## src/rtl/fb_write_arbiter_pkg.sv

```systemverilog
// Shared constants and helpers for the frame-buffer write arbiter.
// Holds the default frame geometry, the FSM state encodings and the
// round-robin pick function used by rr_arbiter3.
package fb_pkg;

  // Default frame geometry and bus widths
  localparam int WIDTH     = 640;
  localparam int HEIGHT    = 480;
  localparam int AW        = 19;
  localparam int DW        = 12;
  localparam int FB_PIXELS = WIDTH * HEIGHT;

  // Arbiter FSM states (plain constants so legacy tools can consume them)
  localparam logic [0:0] ST_ARB   = 1'b0;
  localparam logic [0:0] ST_CLEAR = 1'b1;

  // Round-robin winner among three requesters: the search starts at the
  // requester after the last winner and wraps 2 -> 0. A last value of 3
  // never occurs in normal operation and is treated like 2.
  function automatic logic [2:0] rr_pick(input logic [2:0] valid,
                                         input logic [1:0] last);
    logic [2:0] grant;
    logic [1:0] idx;
    grant = 3'b000;
    idx   = last;
    for (int k = 0; k < 3; k++) begin
      idx = (idx >= 2'd2) ? 2'd0 : idx + 2'd1;
      if ((grant == 3'b000) && valid[idx]) begin
        grant[idx] = 1'b1;
      end
    end
    return grant;
  endfunction

  // Index of a one-hot grant vector. An all-zero vector maps to 0; callers
  // only use the index when the grant is non-zero.
  function automatic logic [1:0] grant_index(input logic [2:0] grant);
    return grant[2] ? 2'd2 : (grant[1] ? 2'd1 : 2'd0);
  endfunction

endpackage

```

## src/rtl/fb_write_arbiter_if.sv

```systemverilog
// Requester-side write bus of the frame-buffer arbiter.
// Three requesters share the packed valid/addr/data vectors; the arbiter
// answers with a one-hot (or all-zero) ready vector.
interface fb_write_arbiter_if #(
  parameter int AW = fb_pkg::AW,
  parameter int DW = fb_pkg::DW
);

  logic [2:0]      req_valid;
  logic [3*AW-1:0] req_addr;
  logic [3*DW-1:0] req_data;
  logic [2:0]      req_ready;

  // Requester side: offers writes, observes accepts
  modport master (
    output req_valid,
    output req_addr,
    output req_data,
    input  req_ready
  );

  // Arbiter side: observes offers, issues accepts
  modport slave (
    input  req_valid,
    input  req_addr,
    input  req_data,
    output req_ready
  );

endinterface

```

## src/rtl/fb_write_arbiter_rr.sv

```systemverilog
// Three-way round-robin selector.
// Purely combinational: given the asserted requests and the last winner,
// returns the one-hot grant for the next winner, or zero if none is valid.
module rr_arbiter3
  import fb_pkg::*;
(
  input  logic [2:0] valid,
  input  logic [1:0] last,
  output logic [2:0] grant
);

  // Search from the requester after the last winner
  always_comb begin
    grant = rr_pick(valid, last);
  end

endmodule

```

## src/rtl/fb_write_arbiter.sv

```systemverilog
// Frame-buffer write arbiter.
// Merges three pixel-write requesters onto one registered frame-buffer
// write port with round-robin fairness, optional restriction of requester
// writes to vertical blank, and a full-frame fill engine that owns the
// port for WIDTH*HEIGHT consecutive cycles.
module fb_write_arbiter
  import fb_pkg::*;
#(
  parameter int WIDTH  = fb_pkg::WIDTH,
  parameter int HEIGHT = fb_pkg::HEIGHT,
  parameter int AW     = fb_pkg::AW,
  parameter int DW     = fb_pkg::DW
) (
  input  logic              clk,
  input  logic              rstn,
  fb_write_arbiter_if.slave req,
  input  logic              clr_start,
  input  logic [DW-1:0]     clr_color,
  output logic              clr_busy,
  output logic              clr_done,
  input  logic              gate_en,
  input  logic              vblank,
  output logic              fb_we,
  output logic [AW-1:0]     fb_addr,
  output logic [DW-1:0]     fb_din
);

  // Last pixel address of the frame; the fill counter stops here
  localparam int            PIXELS    = WIDTH * HEIGHT;
  localparam logic [AW-1:0] FILL_LAST = AW'(PIXELS - 1);

  // Registered state
  logic [0:0]    state_q,     state_d;
  logic [AW-1:0] fill_cnt_q,  fill_cnt_d;
  logic [DW-1:0] color_q,     color_d;
  logic [1:0]    last_q,      last_d;
  logic          fb_we_q,     fb_we_d;
  logic [AW-1:0] fb_addr_q,   fb_addr_d;
  logic [DW-1:0] fb_din_q,    fb_din_d;
  logic          clr_done_q,  clr_done_d;

  // Arbitration signals
  logic [2:0] rr_grant;
  logic [2:0] ready;
  logic       arb_block;
  logic       accept;
  logic [1:0] acc_idx;
  logic       fill_last;

  rr_arbiter3 u_rr (
    .valid (req.req_valid),
    .last  (last_q),
    .grant (rr_grant)
  );

  // Requester accept: suppressed during a fill, on the cycle a fill is
  // requested, and outside vertical blank when gating is enabled
  always_comb begin
    arb_block = (state_q == ST_CLEAR) || clr_start || (gate_en && !vblank);
    ready     = arb_block ? 3'b000 : rr_grant;
    accept    = |(ready & req.req_valid);
    acc_idx   = grant_index(ready);
    fill_last = (fill_cnt_q == FILL_LAST);
  end

  assign req.req_ready = ready;

  // Next-state logic for the FSM, fill counter and write port
  always_comb begin
    // NOTE: every _d signal takes a default before the case so that no path
    // leaves one unassigned, which would otherwise infer a latch.
    state_d    = state_q;
    fill_cnt_d = fill_cnt_q;
    color_d    = color_q;
    last_d     = last_q;
    fb_we_d    = 1'b0;
    fb_addr_d  = fb_addr_q;
    fb_din_d   = fb_din_q;
    clr_done_d = 1'b0;

    case (state_q)
      ST_ARB: begin
        if (clr_start) begin
          // Start a fill: colour is captured now, later changes are ignored
          state_d    = ST_CLEAR;
          fill_cnt_d = '0;
          color_d    = clr_color;
        end else if (accept) begin
          // Requester address and data pass through untouched
          fb_we_d   = 1'b1;
          fb_addr_d = req.req_addr[acc_idx * AW +: AW];
          fb_din_d  = req.req_data[acc_idx * DW +: DW];
          last_d    = acc_idx;
        end
      end

      ST_CLEAR: begin
        // One fill write per cycle regardless of gate_en/vblank
        fb_we_d   = 1'b1;
        fb_addr_d = fill_cnt_q;
        fb_din_d  = color_q;
        if (fill_last) begin
          state_d    = ST_ARB;
          clr_done_d = 1'b1;
        end else begin
          fill_cnt_d = fill_cnt_q + AW'(1);
        end
      end

      default: begin
        state_d = ST_ARB;
      end
    endcase
  end

  // State registers; reset aborts any fill in progress without a done pulse
  always_ff @(posedge clk or negedge rstn) begin
    if (!rstn) begin
      state_q    <= ST_ARB;
      fill_cnt_q <= '0;
      color_q    <= '0;
      last_q     <= 2'd2;
      fb_we_q    <= 1'b0;
      fb_addr_q  <= '0;
      fb_din_q   <= '0;
      clr_done_q <= 1'b0;
    end else begin
      // NOTE: non-blocking assignments so every register samples the values
      // that existed before this edge, independent of statement order.
      state_q    <= state_d;
      fill_cnt_q <= fill_cnt_d;
      color_q    <= color_d;
      last_q     <= last_d;
      fb_we_q    <= fb_we_d;
      fb_addr_q  <= fb_addr_d;
      fb_din_q   <= fb_din_d;
      clr_done_q <= clr_done_d;
    end
  end

  assign fb_we    = fb_we_q;
  assign fb_addr  = fb_addr_q;
  assign fb_din   = fb_din_q;
  assign clr_done = clr_done_q;
  assign clr_busy = (state_q == ST_CLEAR);

endmodule

```

## src/flat_wrapper.sv

```systemverilog
// flat-port wrapper written by rule: the top's interface ports become plain ports
module fb_write_arbiter_flat import fb_pkg::*;
#(
  parameter int WIDTH  = fb_pkg::WIDTH,
  parameter int HEIGHT = fb_pkg::HEIGHT,
  parameter int AW     = fb_pkg::AW,
  parameter int DW     = fb_pkg::DW
)
  (clk, rstn, clr_start, clr_color, clr_busy, clr_done, gate_en, vblank, fb_we, fb_addr, fb_din, req_req_valid, req_req_addr, req_req_data, req_req_ready);
  fb_write_arbiter_if #(.AW(AW), .DW(DW)) req_i ();
  input  logic clk;
  input  logic rstn;
  input  logic clr_start;
  input  logic [DW-1:0] clr_color;
  output logic clr_busy;
  output logic clr_done;
  input  logic gate_en;
  input  logic vblank;
  output logic fb_we;
  output logic [AW-1:0] fb_addr;
  output logic [DW-1:0] fb_din;
  input wire logic [$bits(req_i.req_valid)-1:0] req_req_valid;
  input wire logic [$bits(req_i.req_addr)-1:0] req_req_addr;
  input wire logic [$bits(req_i.req_data)-1:0] req_req_data;
  output wire logic [$bits(req_i.req_ready)-1:0] req_req_ready;
  assign req_i.req_valid = req_req_valid;
  assign req_i.req_addr = req_req_addr;
  assign req_i.req_data = req_req_data;
  assign req_req_ready = req_i.req_ready;
  fb_write_arbiter #(.WIDTH(WIDTH), .HEIGHT(HEIGHT), .AW(AW), .DW(DW)) u_core (.clk(clk), .rstn(rstn), .req(req_i), .clr_start(clr_start), .clr_color(clr_color), .clr_busy(clr_busy), .clr_done(clr_done), .gate_en(gate_en), .vblank(vblank), .fb_we(fb_we), .fb_addr(fb_addr), .fb_din(fb_din));
endmodule
```

## config.mk

```make
export PLATFORM = sky130hd
export DESIGN_NAME = fb_write_arbiter_flat
export DESIGN_NICKNAME = d
export VERILOG_FILES = /design/src/rtl/fb_write_arbiter_pkg.sv /design/src/rtl/fb_write_arbiter_if.sv /design/src/rtl/fb_write_arbiter_rr.sv /design/src/rtl/fb_write_arbiter.sv /design/src/flat_wrapper.sv
export SDC_FILE = /design/constraint.sdc
export NUM_CORES = 1
export LEC_CHECK = 0
export ABC_AREA = 1
export BUFFER_PORTS_ARGS = -buffer_cell sky130_fd_sc_hd__buf_2
export CAP_MARGIN = 30
export CORE_MARGIN = 2
export CORE_UTILIZATION = 51
export CTS_CLUSTER_SIZE = 8
export DETAILED_ROUTE_END_ITERATION = 8
export PLACE_DENSITY = 0.81
export SLEW_MARGIN = 15
export SYNTH_ARGS = -nofsm -noshare
export SYNTH_HDL_FRONTEND = slang
export SYNTH_HIERARCHICAL = 1
export SYNTH_SLANG_ARGS = --single-unit
```

## constraint.sdc

```tcl
create_clock -name clk -period 2.5 [get_ports clk]
set_input_delay 0.25 -clock clk [delete_from_list [all_inputs] [get_ports clk]]
set_output_delay 0.25 -clock clk [all_outputs]
set_load 0.01 [all_outputs]
```

==> run metrics, run 1 <==
global-route wire length before repair 17.9 mm; Setup Skew ~0.0062 ns; Peak Freq 416 MHz; Die Y about 95 um; Sw Ratio 0.328; worst slack, placed 0.0873 ns; Synth Area in XOR/XNOR 0.0166; reg-to-reg slack, setup ~0.094 ns; Die ar. between 0.009 and 0.01 mm^2; post-synthesis net count roughly 690; Vias about 4300; CP Capture Type register; Period Utilization, post-route 0.963; Clock Path Buffers 2; clock sinks 67; max-slew violation count 0; clock insertion delay at the later pin of the skew report about 0.33 ns; sequential share of the synthesized area 0.398; Avg WL per Cell 14.0 um; post-synthesis cell count around 570; Final #Nets 832; Post-Place Cells between 800 and 900; Final Cell Area about 0.0053 mm^2; initial antenna violation count 0; setup TNS 0 ns; max cap viols 0; starting density of the core 0.521; Critical Path AT around 2.6 ns; layout cell share with drive strength beyond 1 0.322; top-count cell post-synth nand2_1; worst reg2reg path depth 15; DRT Pass-1 Iters 5; area share of the largest cell type after synthesis 0.392; leak pwr about 2.8 nW; post-route minimum period ~2.4 ns; mux contribution to synthesized area 0.0321; compound-cell area share of the yosys netlist 0.0252; worst reg2reg endpoint u_core/fb_addr[10]; crit-path cells nand2_1 -> nand2_1 -> nor2_2 -> nand3_1 -> nand2_2 -> nor2_2 -> nand3_1 -> nand2_2 -> inv_2 -> nor2_8 -> inv_2 -> buf_12 -> or2_2 -> nand3_1 -> nand3_1; FF-to-FF Start u_core/last_q[1]; adder-cell share of the synthesized area 0.00297; vias per cell 5.24; vias in the first global route around 4000; Final ANT Viol Nets 0; Slew @ Worst Pin roughly 0.73 ns; Reg clk slew, reported paths around 0.080 ns; Worst setup SP type register; largest net degree at the start of global routing 63; Int Power around 0.0023 W; grt ovf 0; run status completed; Boundary Pins 150; hold slack 0.143 ns; Worst Setup Path Type reg -> reg; PD cells 636 mW/mm^2; final hold vios 0; core area just over 0.008 mm^2; fillers approximately 700; largest family of logic cells by synthesized area simple AND/OR/NAND/NOR gates; leading area contributor after synthesis dfrtp_1; # DRC 0; Gate power share 0.256; count of input and output buffers between 100 and 150; gpl congestion slightly below 1; number of H-tree levels 3; worst setup path end u_core/fb_addr[10]; number of cell rows 33; worst hold path class in -> reg; RSZ-0062 raised after global routing no; Slowest-stage cell, CP dfstp_2; Yosys warning count 6; Distinct cells, synth 34; sequential share of power 0.437; GRT Total Usage 0.254; initial DRC count 199; fin cells slightly above 800; maximum VDD drop 0.000335 V; Clock Root Buffer clkbuf_8; ys flop type dfrtp_1; Synth Register Bits 67; area grow syn2layout 26.2%; Critical Path RT 2.72 ns; async set-reset flop share out of synthesis 1.00; final wirelength ~12 mm; max incr delay on CP roughly 0.58 ns; post-synthesis cell area around 0.0042 mm^2; CTS tree yes; Post-synth top cells nand2_1 (192), nand3_1 (119), dfrtp_1 (66); Die W approximately 95 um; Final setup viols 0; # diodes 0; Clk pwr share 0.306; Critical Path Source u_core/last_q[1]; CTS Buf Count 9; Slew HR 0.510; Post-DP HPWL between 8 and 9 mm; Simple-Gate Fraction of Synth Area 0.452; Syn Area/Cell 7.36 um^2; Placed Area about 0.0050 mm^2; EDFF count, synth 0; CP most frequent cell nand3_1; ranking of synthesized cells by area dfrtp_1 (39%), nand2_1 (17%), nand3_1 (14%); setup ws final 0.0935 ns; Critical Path Fanout Max 62; Psw approximately 0.0011 W
## critical path, delay by kind of cell (launching register included)
family	cells	cell delay (ns)
buffers and inverters	3	0.30
flip-flops	1	0.58
AND/OR/NAND/NOR	12	1.40
## cells in the final DEF (no fill, tap or decap), types with 2 or more instances in the layout
cell	instances
nand2_1	191
buf_2	149
nand3_1	118
dfrtp_1	65
nor2_1	30
or2_0	27
inv_1	26
mux2_2	12
clkbuf_8	11
nand4_1	9
buf_4	8
xor2_1	8
inv_2	7
nor2_2	7
nand2_2	6
o21ai_2	5
nand3_2	4
or2_2	4
buf_12	4
nor2_4	3
a21oi_1	3
o21ai_1	3
clkinvlp_4	2
bufinv_16	2
nor2_8	2
nand2_4	2
nor3_1	2
o21ai_0	2
## state kept, by name, indices dropped and copies added (netlist names)
register / cells
u_core/fb_we: 1
u_core/color_q: 12
u_core/clr_done: 1
u_core/fill_cnt_q: 19
u_core/fb_addr: 19
u_core/last_q: 2
u_core/fb_din: 12
u_core/clr_busy: 1
## metrics by stage
stage | utilization | power [W]
floorplan | - | 0.00200
global placement | 0.624 | 0.00229
detailed placement | 0.624 | 0.00234
CTS | 0.654 | 0.00338
global route | 0.657 | 0.00357
finish | 0.657 | 0.00338
## cell families (layout without fill, tap and decap cells)
group           Yosys count  count (layout)
mux                      12              12
xor+xnor                  8               8
simple gates            407             407
flops                    67              67
buf+inv                  62             212
compound gates           16              16
fa+ha+maj                 1               1
## worst min path at each step
stage,cells after the start,to,from
floorplan,0,u_core/clr_busy,rstn
global placement,1,u_core/fb_din[6],rstn
detailed placement,1,u_core/fb_din[6],rstn
CTS,2,u_core/color_q[1],clr_color[1]
global route,2,u_core/color_q[8],clr_color[8]
finish,2,u_core/color_q[7],clr_color[7]
## layout make-up
type	instances	area [um^2]	share of cell area
Tap cell	105	131	0.0247
Inverter	33	124	0.0233
Multi-Input combinational cell	444	2240	0.421
Sequential cell	67	1680	0.316
Clock buffer	11	151	0.0285
Timing Repair Buffer	163	907	0.171
Clock inverter	5	83.8	0.0158
## repair_timing
item,4_1_cts,5_1_grt
gates resized for setup,0,5
endpoints found under the setup margin,0,26
hold endpoints to repair,31,0
buffers inserted,0,1
hold buffers,1,0
## power by group through the flow
stage,clock (W),combinational [W],sequential [W]
2_1_floorplan,0,0.000516,0.00148
3_5_place_dp,0,0.000848,0.00149
4_1_cts,0.00105,0.000852,0.00147
3_3_place_gp,0,0.000807,0.00149
6_report,0.00104,0.000867,0.00148
5_1_grt,0.00110,0.000967,0.00150
## per-layer routing
| metal | up-vias | wire, um | global-route usage |
|---|---|---|---|
| met5 | - | 0 | 0 |
| met4 | 0 | 380 | 0.123 |
| met3 | 31 | 817 | 0.0519 |
| met2 | 172 | 5560 | 0.424 |
| met1 | 1996 | 4790 | 0.316 |
| li1 | 2136 | - | - |
Note: power is estimated with default switching activity, not from simulation.
==> run 2: changes to the inputs <==
--- a/config.mk
+++ b/config.mk
@@ -8,7 +8,7 @@
 export ABC_AREA = 1
 export BUFFER_PORTS_ARGS = -buffer_cell sky130_fd_sc_hd__buf_2
 export CAP_MARGIN = 30
-export CORE_MARGIN = 2
+export CORE_MARGIN = 4
 export CORE_UTILIZATION = 51
 export CTS_CLUSTER_SIZE = 8
 export DETAILED_ROUTE_END_ITERATION = 8
==> constraint.sdc (replaced) <==
create_clock -name clk -period 2.54 [get_ports clk]
set_input_delay 0.254 -clock clk [delete_from_list [all_inputs] [get_ports clk]]
set_output_delay 0.254 -clock clk [all_outputs]
set_load 0.01 [all_outputs]
==> run metrics, run 2 (synthesized netlist as in run 1, its figures left out) <==
postcts setup bufs 0; worst reg2reg path depth 15; vias in the first global route approximately 4100; maximum VDD drop ~0.00046 V; number of cell rows 32; max-slew violation count 0; GRT Total Usage 0.245; Setup Skew roughly 0.0078 ns; Worst Hold End u_core/color_q[8]; DRT Pass-1 Iters 5; vias per cell about 5.3; area grow syn2layout 25.3%; Final setup viols 0; RSZ-0062 raised after global routing no; worst hold path class in -> reg; CTS tree yes; number of H-tree levels 3; Die Y just under 100 um; Slew @ Worst Pin slightly below 0.6 ns; Period Utilization, post-route 0.931; setup ws final 0.176 ns; initial antenna violation count 0; Post-DP HPWL just over 9 mm; largest net degree at the start of global routing between 40 and 50; FF-to-FF Start u_core/last_q[1]; Die W 98.9 um; PD cells about 600 mW/mm^2; clock insertion delay at the later pin of the skew report ~0.33 ns; hold path depth 2; count of input and output buffers ~150; final wirelength between 10 and 15 mm; # DRC 0; HP Start clr_color[8]; Clock Root Buffer clkbuf_8; Avg WL per Cell between 10 and 15 um; Worst Setup Path Type reg -> reg; CTS Buf Count 9; Final ANT Viol Nets 0; max cap viols 0; Final #Nets about 830; Critical Path RT about 2.8 ns; Critical Path AT approximately 2.6 ns; Slew HR 0.605; core area ~0.0079 mm^2; reg-to-reg slack, setup around 0.18 ns; worst slack, placed ~0.16 ns; initial DRC count around 280; Worst setup SP type register; starting density of the core 0.534; final hold vios 0; leak pwr approximately 2.8 nW; Clock Path Buffers 2; Critical Path Fanout Max 38; Reg clk slew, reported paths 0.07 ns; Boundary Pins 150; run status completed; most frequent cells in the layout nand2_1 (192), buf_2 (149), nand3_1 (119); setup TNS 0 ns; worst reg2reg endpoint u_core/fb_addr[10]; Vias between 4000 and 5000; layout cell share with drive strength beyond 1 0.320; CP Capture Type register; most common cell after layout, fill and taps aside nand2_1; gpl congestion around 0.92; Peak Freq between 400 and 500 MHz; clock sinks 67; grt ovf 0; Die ar. between 0.009 and 0.01 mm^2; post-route minimum period ~2.4 ns; # diodes 0; global-route wire length before repair roughly 20 mm
-- run 2: power by group --
group          internal, W  switching [W]
Combinational     0.000364       0.000482
Sequential         0.00126       0.000192
Clock             0.000522       0.000373
-- run 2: worst max-delay path, cell delays in order (launching register included) --
cell and delay (ns):
dfstp_2 0.58, inv_2 0.08, nand2_4 0.08, inv_2 0.05, nand2_1 0.05, o221ai_1 0.12, nor2_2 0.19, nand3_1 0.11
nand2_1 0.12, inv_2 0.08, nor2_8 0.13, inv_2 0.06, buf_12 0.16, or2_2 0.28, nand3_1 0.08, nand3_1 0.07
-- run 2: cell type report --
class / count / area, um^2
clock inverters: 2 / 35.0
fillers: 684 / 2600
clock buffers: 12 / 165
well taps: 102 / 128
flip-flops and latches: 67 / 1680
inverters: 33 / 124
repair buffers: 165 / 917
multi-input cells: 444 / 2240
-- run 2: layer usage --
| metal | up-vias | share of wire | track usage |
|---|---|---|---|
| li1 | 2150 | - | - |
| met1 | 2003 | 0.43 | 0.327 |
| met2 | 188 | 0.49 | 0.395 |
| met3 | 14 | 0.070 | 0.0531 |
| met4 | 0 | 0.016 | 0.0861 |
| met5 | - | 0 | 0 |
-- run 2: repair_timing --
item | 4_1_cts | 5_1_grt
resized for setup | 0 | 5
hold endpoints to repair | 0 | 4
endpoints found under the setup margin | 0 | 24
hold buffers | 0 | 1
-- run 2: stage by stage --
stage	cell area [um^2]	total power, W	std cells	util	hold slack, ns
5_1_grt	5280	0.00338	825	0.670	0.146
4_1_cts	5240	0.00320	823	0.664	0.0647
2_1_floorplan	4220	0.00196	573	-	-0.0416
6_report	5280	0.00319	825	0.670	0.155
3_5_place_dp	5030	0.00230	809	0.638	0.432
3_3_place_gp	5030	0.00226	809	0.638	0.413
-- run 2: worst max path at each step --
stage | startpoint | endpoint | slack [ns] | depth (start not counted)
floorplan | u_core/last_q[1] | u_core/fb_din[0] | 0.40 | 16
global placement | u_core/last_q[1] | u_core/fb_addr[10] | 0.29 | 15
detailed placement | u_core/last_q[1] | u_core/fb_din[7] | 0.16 | 16
CTS | u_core/last_q[1] | u_core/fb_addr[2] | 0.14 | 16
global route | u_core/last_q[1] | u_core/fb_addr[13] | 0.03 | 17
finish | u_core/last_q[1] | u_core/fb_addr[10] | 0.18 | 15
==> run 3: changes to the inputs <==
--- a/config.mk
+++ b/config.mk
@@ -13,6 +13,7 @@
 export CTS_CLUSTER_SIZE = 8
 export DETAILED_ROUTE_END_ITERATION = 8
 export PLACE_DENSITY = 0.81
+export REMOVE_ABC_BUFFERS = 1
 export SLEW_MARGIN = 15
 export SYNTH_ARGS = -nofsm -noshare
 export SYNTH_HDL_FRONTEND = slang
==> run metrics, run 3 (synthesized netlist as in run 1, its figures left out) <==
run status completed; Post-DP HPWL 8.47 mm; maximum VDD drop ~0.00033 V; count of input and output buffers between 100 and 150; max-slew violation count 0; sequential share of power 0.453; leak pwr around 2.8 nW; Gate power share 0.268; initial antenna violation count 0; # DRC 0; Final #Nets approximately 830; delay-heaviest family, CP simple AND/OR/NAND/NOR gates; Psw 0.00108 W; worst hold path class in -> reg; Die W between 90 and 100 um; gpl congestion 0.932; area grow syn2layout 24.9%; global-route wire length before repair 19.1 mm; worst path buffer plus inverter count 5; Final setup viols 0; number of cell rows 32; CTS tree yes; CP most frequent cell inv_2; vias per cell between 5 and 6; Critical Path Fanout Max 17; Vias about 4300; CP Capture Type register; Worst setup SP type register; max cap viols 0; crit-path cells inv_2 -> nand2_4 -> inv_2 -> nand2_1 -> o221ai_1 -> nor2_4 -> nand3_1 -> nand2_1 -> inv_2 -> nor2_8 -> inv_2 -> buf_4 -> or2_2 -> nand3_1 -> nand3_1; CTS Buf Count 9; Reg clk slew, reported paths 0.08 ns; worst slack, placed roughly 0.17 ns; number of H-tree levels 3; Peak Freq between 400 and 500 MHz; final wirelength 11.6 mm; Setup Skew just under 0.009 ns; postcts setup bufs 0; clock insertion delay at the later pin of the skew report 0.34 ns; grt ovf 0; # diodes 0; hold slack between 0.1 and 0.15 ns; layout cell share with drive strength beyond 1 0.318; largest net degree at the start of global routing 54; most frequent cells in the layout nand2_1 (192), buf_2 (149), nand3_1 (119); max incr delay on CP slightly below 0.6 ns; fin cells around 830; Critical Path RT approximately 2.8 ns; Worst Setup Path Type reg -> reg; Clock Root Buffer clkbuf_8; core area roughly 0.0079 mm^2; starting density of the core 0.534; Post-Place Cells slightly above 800; post-route minimum period 2.42 ns; Avg WL per Cell between 10 and 15 um; utilization after layout 0.668; area occupied by multi-input gates 0.00223 mm^2; Period Utilization, post-route 0.952; vias in the first global route about 4100; final hold vios 0; Final ANT Viol Nets 0; flip-flop and latch area around 0.0017 mm^2; Slew @ Worst Pin ~0.54 ns; Sw Ratio 0.338; initial DRC count about 230; Critical Path AT approximately 2.6 ns; PD cells 604 mW/mm^2; clock sinks 67; Slew HR 0.642; Clk pwr share 0.279; Clock Path Buffers 2; setup ws final 0.121 ns; GRT Total Usage 0.237; DRT Pass-1 Iters 5; Die ar. between 0.009 and 0.01 mm^2; Int Power 0.00210 W; Slowest-stage cell, CP dfstp_2; fillers a little under 700; most common cell after layout, fill and taps aside nand2_1; Boundary Pins 150; Die Y 98.9 um
-- run 3: changes by cell type in the layout (fill, tap and decap cells not counted), sizes merged --
cell	before	now
buf	164	163
clkinvlp	0	2
-- run 3: worst paths after layout --
kind	cells past startpoint	slack, ns	end	startpoint
min	2	0.15	u_core/color_q[7]	clr_color[7]
max in group asynchronous	3	1.51	u_core/last_q[1]	rstn
min in group asynchronous	2	0.37	u_core/fb_addr[12]	rstn
min reg2reg	2	0.48	u_core/fb_addr[17]	u_core/fb_addr[17]
max	15	0.12	u_core/fb_addr[10]	u_core/last_q[1]
max reg2reg	15	0.12	u_core/fb_addr[10]	u_core/last_q[1]
-- run 3: final cells by class --
cell class | instances | share of cell area
clock inverters | 4 | 0.00951
repair buffers | 164 | 0.172
multi-input cells | 444 | 0.424
inverters | 33 | 0.0235
flip-flops and latches | 67 | 0.319
well taps | 102 | 0.0242
clock buffers | 12 | 0.0276
-- run 3: power groups by stage --
stage | Sequential, W | Clock [W] | Combinational [W]
after floorplan | 0.00147 | 0 | 0.000488
after global routing | 0.00147 | 0.000957 | 0.000957
after global placement | 0.00145 | 0 | 0.000794
final | 0.00144 | 0.000887 | 0.000851
after detailed placement | 0.00146 | 0 | 0.000833
after CTS | 0.00144 | 0.000904 | 0.000843
-- run 3: through the flow --
stage / setup TNS [ns] / cell area, um^2 / total power [W]
after floorplan: -2.26 / 4030 / 0.00196
after global placement: 0 / 5050 / 0.00225
after detailed placement: 0 / 5050 / 0.00229
after CTS: 0 / 5250 / 0.00319
after global routing: -0.0127 / 5270 / 0.00339
final: 0 / 5270 / 0.00318
-- run 3: timing repair --
item / CTS / global route
endpoints found under the setup margin: 0 / 28
hold endpoints to repair: 14 / 0
resized for setup: 0 / 4
hold buffers: 1 / 0
-- run 3: per-layer routing --
metal,up-vias,share of wire,wire [um],GRT usage
met5,-,0,0,0
met4,0,0.013,149,0.0662
met3,13,0.066,769,0.0517
met2,128,0.49,5720,0.408
met1,1981,0.43,4940,0.300
li1,2146,-,-,-
